## config.mk

```make
export PLATFORM = sky130hd
export DESIGN_NAME = dual_port_mem_arbiter
export DESIGN_NICKNAME = d
export VERILOG_FILES = /design/src/rtl/dual_port_mem_arbiter.sv
export SDC_FILE = /design/constraint.sdc
export NUM_CORES = 1
export LEC_CHECK = 0
export ABC_AREA = 0
export ABC_CLOCK_PERIOD_IN_PS = 3800
export CAP_MARGIN = 25
export CORE_ASPECT_RATIO = 0.7
export CORE_UTILIZATION = 42
export DETAILED_ROUTE_END_ITERATION = 10
export PLACE_DENSITY = 0.86
export SYNTH_ARGS = -nofsm -noshare
export SYNTH_HDL_FRONTEND = slang
export SYNTH_SLANG_ARGS = --single-unit
```

## constraint.sdc

```tcl
create_clock -name clk -period 3.8 [get_ports clk]
set_input_delay 0.76 -clock clk [delete_from_list [all_inputs] [get_ports clk]]
set_output_delay 0.76 -clock clk [all_outputs]
set_load 0.02 [all_outputs]
```

## src/rtl/dual_port_mem_arbiter.sv

```systemverilog
// Two-port round-robin arbiter in front of a single-port synchronous memory.
// Read responses are routed back one cycle after the grant using a pending flag plus a port tag.
module dual_port_mem_arbiter #(
    parameter int ADDR_W = 8,
    parameter int DATA_W = 8
) (
    input  logic              clk,
    input  logic              rst,
    input  logic              a_req,
    input  logic              a_we,
    input  logic [ADDR_W-1:0] a_addr,
    input  logic [DATA_W-1:0] a_wdata,
    output logic              a_gnt,
    output logic              a_rvalid,
    output logic [DATA_W-1:0] a_rdata,
    input  logic              b_req,
    input  logic              b_we,
    input  logic [ADDR_W-1:0] b_addr,
    input  logic [DATA_W-1:0] b_wdata,
    output logic              b_gnt,
    output logic              b_rvalid,
    output logic [DATA_W-1:0] b_rdata,
    output logic              mem_en,
    output logic              mem_we,
    output logic [ADDR_W-1:0] mem_addr,
    output logic [DATA_W-1:0] mem_wdata,
    input  logic [DATA_W-1:0] mem_rdata,
    output logic [15:0]       conflict_cnt
);

    localparam logic [15:0] CNT_MAX = 16'hFFFF;

    function automatic logic [15:0] sat_inc(input logic [15:0] v);
        return (v == CNT_MAX) ? v : v + 16'd1;
    endfunction

    logic              last_b;
    logic              vld_p1;
    logic              tag_p1;
    logic [DATA_W-1:0] a_rdata_p1;
    logic [DATA_W-1:0] b_rdata_p1;

    // Stage p0: combinational grant and memory command
    always_comb begin
        a_gnt = 1'b0;
        b_gnt = 1'b0;
        if (!rst) begin
            if (a_req && b_req) begin
                a_gnt = last_b;
                b_gnt = !last_b;
            end else begin
                a_gnt = a_req;
                b_gnt = b_req;
            end
        end
    end

    always_comb begin
        mem_en    = a_gnt | b_gnt;
        mem_we    = b_gnt ? b_we : (a_gnt & a_we);
        mem_addr  = b_gnt ? b_addr : a_addr;
        mem_wdata = b_gnt ? b_wdata : a_wdata;
    end

    // Stage p1: response routing; rst in the response cycle squashes a pending read
    assign a_rvalid = vld_p1 & ~tag_p1 & ~rst;
    assign b_rvalid = vld_p1 &  tag_p1 & ~rst;
    assign a_rdata  = a_rvalid ? mem_rdata : a_rdata_p1;
    assign b_rdata  = b_rvalid ? mem_rdata : b_rdata_p1;

    always_ff @(posedge clk) begin
        if (rst) begin
            last_b       <= 1'b1;
            vld_p1       <= 1'b0;
            tag_p1       <= 1'b0;
            conflict_cnt <= '0;
            a_rdata_p1   <= '0;
            b_rdata_p1   <= '0;
        end else begin
            if (a_gnt || b_gnt)
                last_b <= b_gnt;
            vld_p1 <= mem_en & ~mem_we;
            tag_p1 <= b_gnt;
            if (a_req && b_req)
                conflict_cnt <= sat_inc(conflict_cnt);
            if (a_rvalid)
                a_rdata_p1 <= mem_rdata;
            if (b_rvalid)
                b_rdata_p1 <= mem_rdata;
        end
    end

endmodule

```

==> run metrics <==
FP Rows=19; Top Ports=100; clock slew at reported path FFs=70 ps; Hold Crit Depth=2; Synth Instances=approximately 220; final total power=863 uW; count of cell types in the netlist=40; Die X=80.9 um; layout net count=369; layout cells sized above 1=between 10% and 20%; hold_sp=conflict_cnt[1]; Syn Area/Cell=just over 8 um^2; Starting Density=between 40 and 50%; max_cap viols=0; total CTS buffers=5; Sink Count=35; unrepaired setup endpoints after global routing=no; Filler cells=332; Ys Warns=0; Post-CTS Setup Inserts=0; CP endpoint kind=primary output; fmax=about 290 MHz; r2r endpoint=conflict_cnt[1]; Post-Synth Adder-Cell Area=less than 1%; WHS Endpoint=conflict_cnt[1]; leading area contributor after synthesis=dfxtp_1; mux contribution to synthesized area=between 10% and 20%; Max H-tree Level=2; largest net degree at the start of global routing=20; status=finished clean; Final Hold Viols=0; Slew Limit Fails=0; Most used DFF post-synth=dfxtp_1; post-synthesis compound-gate area fraction=9.56%; HPWL Detailed=roughly 3900 um; GP Congestion=approximately 0.9; initial antenna violation count=0; Least-Margin Pin Slew=721 ps; Synth Area in XOR/XNOR=0%; Inserted Diodes=0; Lkg Pwr=1.19 nW; fin crit period=between 3000 and 4000 ps; Routed WL per cell=13.5 um; Resized cells post-CTS=0; global-route wire length before repair=roughly 8400 um; sequential cell area=701 um^2; die height=57.3 um; Worst Path Required=3040 ps; initial DRC count=141; Total GRT Usage=roughly a quarter; Multi-input gate area=0.00106 mm^2; Worst Path Max Fanout=9; Final Skew=5.28 ps; most frequent cells in the layout=clkdlybuf4s50_1 (99), nand2_1 (57), dfxtp_1 (35); main combinational cell family by area after synthesis=simple AND/OR/NAND/NOR gates; worst skew pair latency=280 ps; # DRC=0; Setup Total Neg Slack=0 ps; grt ovf=0; CTS tree=built; Total Wirelength=5050 um; Layout area overhead=61.9%; post-synthesis simple-gate area fraction=35.8%; Netlist Area Pre-Place=0.00183 mm^2; detailed-route via count=around 1,900; power per cell area=just under 300 mW/mm^2; post-route ant nets=0; Hold Crit Class=register to register; Core ar.=0.00404 mm^2; Fin Hold WS=513 ps; Post-synth EDFFs=0; flops & latches, synth=35; root buffer cell=clkbuf_8; worst r2r src=conflict_cnt[10]; Worst IR Drop VDD=roughly 0.00023 V; CTS Hold Bufs=0; PortBufs=99; worst-case clock buffer depth=2; vias in the first global route=1,797; Synthesized Nets=269; Seq/Total Area, Yosys=a little under two fifths; Setup-failing EPs final=0; die area=0.00463 mm^2; Worst setup SP type=primary input; Area contributors post-synth=dfxtp_1 (38%), nand2_1 (12%), mux2_2 (11%); DRT Pass-1 Iters=4; commonest non-fill, non-tap cell in the layout=clkdlybuf4s50_1; Yosys top cell area share=38.3%; fraction of registers with async set or reset after synthesis=0%; R2R cell count=4; R2R Setup Slk=1990 ps; fin crit share=89.9%; max_slew headroom=51.5%; critical path class=primary input to primary output; vias per cell=5.18; Arrival @ worst endpoint=2650 ps
==> routing by layer <==
metal | vias to the layer above | share of wire [%] | global-route usage, %
li1 | 964 | - | -
met2 | 93 | 48 | 38.3
met4 | 0 | 1.3 | 8.42
met3 | 7 | 8.3 | 8.16
met1 | 879 | 43 | 29.7
met5 | - | 0 | 0
==> metrics by stage <==
stage | area, um^2 | worst slack, ps | cells | utilization, %
6_report | 2970 | 385 | 375 | 73.4
3_3_place_gp | 2870 | 441 | 367 | 70.9
4_1_cts | 2970 | 378 | 375 | 73.4
5_1_grt | 2970 | 304 | 375 | 73.4
2_1_floorplan | 1830 | 1140 | 222 | -
3_5_place_dp | 2870 | 387 | 367 | 70.9
==> critical path: stages <==
cell and delay [ps]:
clkdlybuf4s50_1 470, nand3b_1 440, mux2_2 370, clkdlybuf4s50_1 600
==> sequential cells by signal, indices dropped and copies added, names as in the netlist <==
| signal | count |
|---|---|
| last_b | 1 |
| conflict_cnt | 16 |
| tag_p1 | 1 |
| b_rdata_p1 | 8 |
| a_rdata_p1 | 8 |
| vld_p1 | 1 |
==> where the power goes <==
part | switching [mW] | internal (mW)
sequential | 0.00366 | 0.375
clock | 0.127 | 0.165
combinational | 0.0841 | 0.109
==> final cells by class <==
type | instances | area share [%]
Multi-Input combinational cell | 171 | 35.6
Timing Repair Buffer | 103 | 34.4
Sequential cell | 35 | 23.6
Clock buffer | 8 | 3.38
Tap cell | 52 | 2.19
Inverter | 6 | 0.759
==> worst max-delay path by stage <==
stage                     from    endpoint  slack, ps  cells after the start
after floorplan            rst      mem_we       1140                      3
after global placement     rst  b_rdata[5]        440                      4
after detailed placement   rst  b_rdata[5]        390                      4
after CTS                  rst  b_rdata[5]        380                      4
after global routing       rst  b_rdata[1]        300                      4
final                      rst  b_rdata[5]        390                      4
==> cell families (layout without fill, tap and decap cells) <==
kind of cell / after synthesis / count (layout)
adder cells (fa/ha/maj): 1 / 1
flip-flops: 35 / 35
multiplexers: 19 / 19
AO/OA/AOI/OAI: 28 / 28
AND/OR/NAND/NOR: 123 / 123
buffers and inverters: 16 / 117
==> cell usage after synthesis (5+ instances only) <==
master,number
nand2_1,57
dfxtp_1,35
nor2b_1,20
mux2_2,18
a21oi_1,11
nand3_1,7
nor2_1,7
o21ai_0,6
inv_1,5
nand4_1,5
o31ai_1,5
or4_1,5
(Power assumes the default switching activity.)
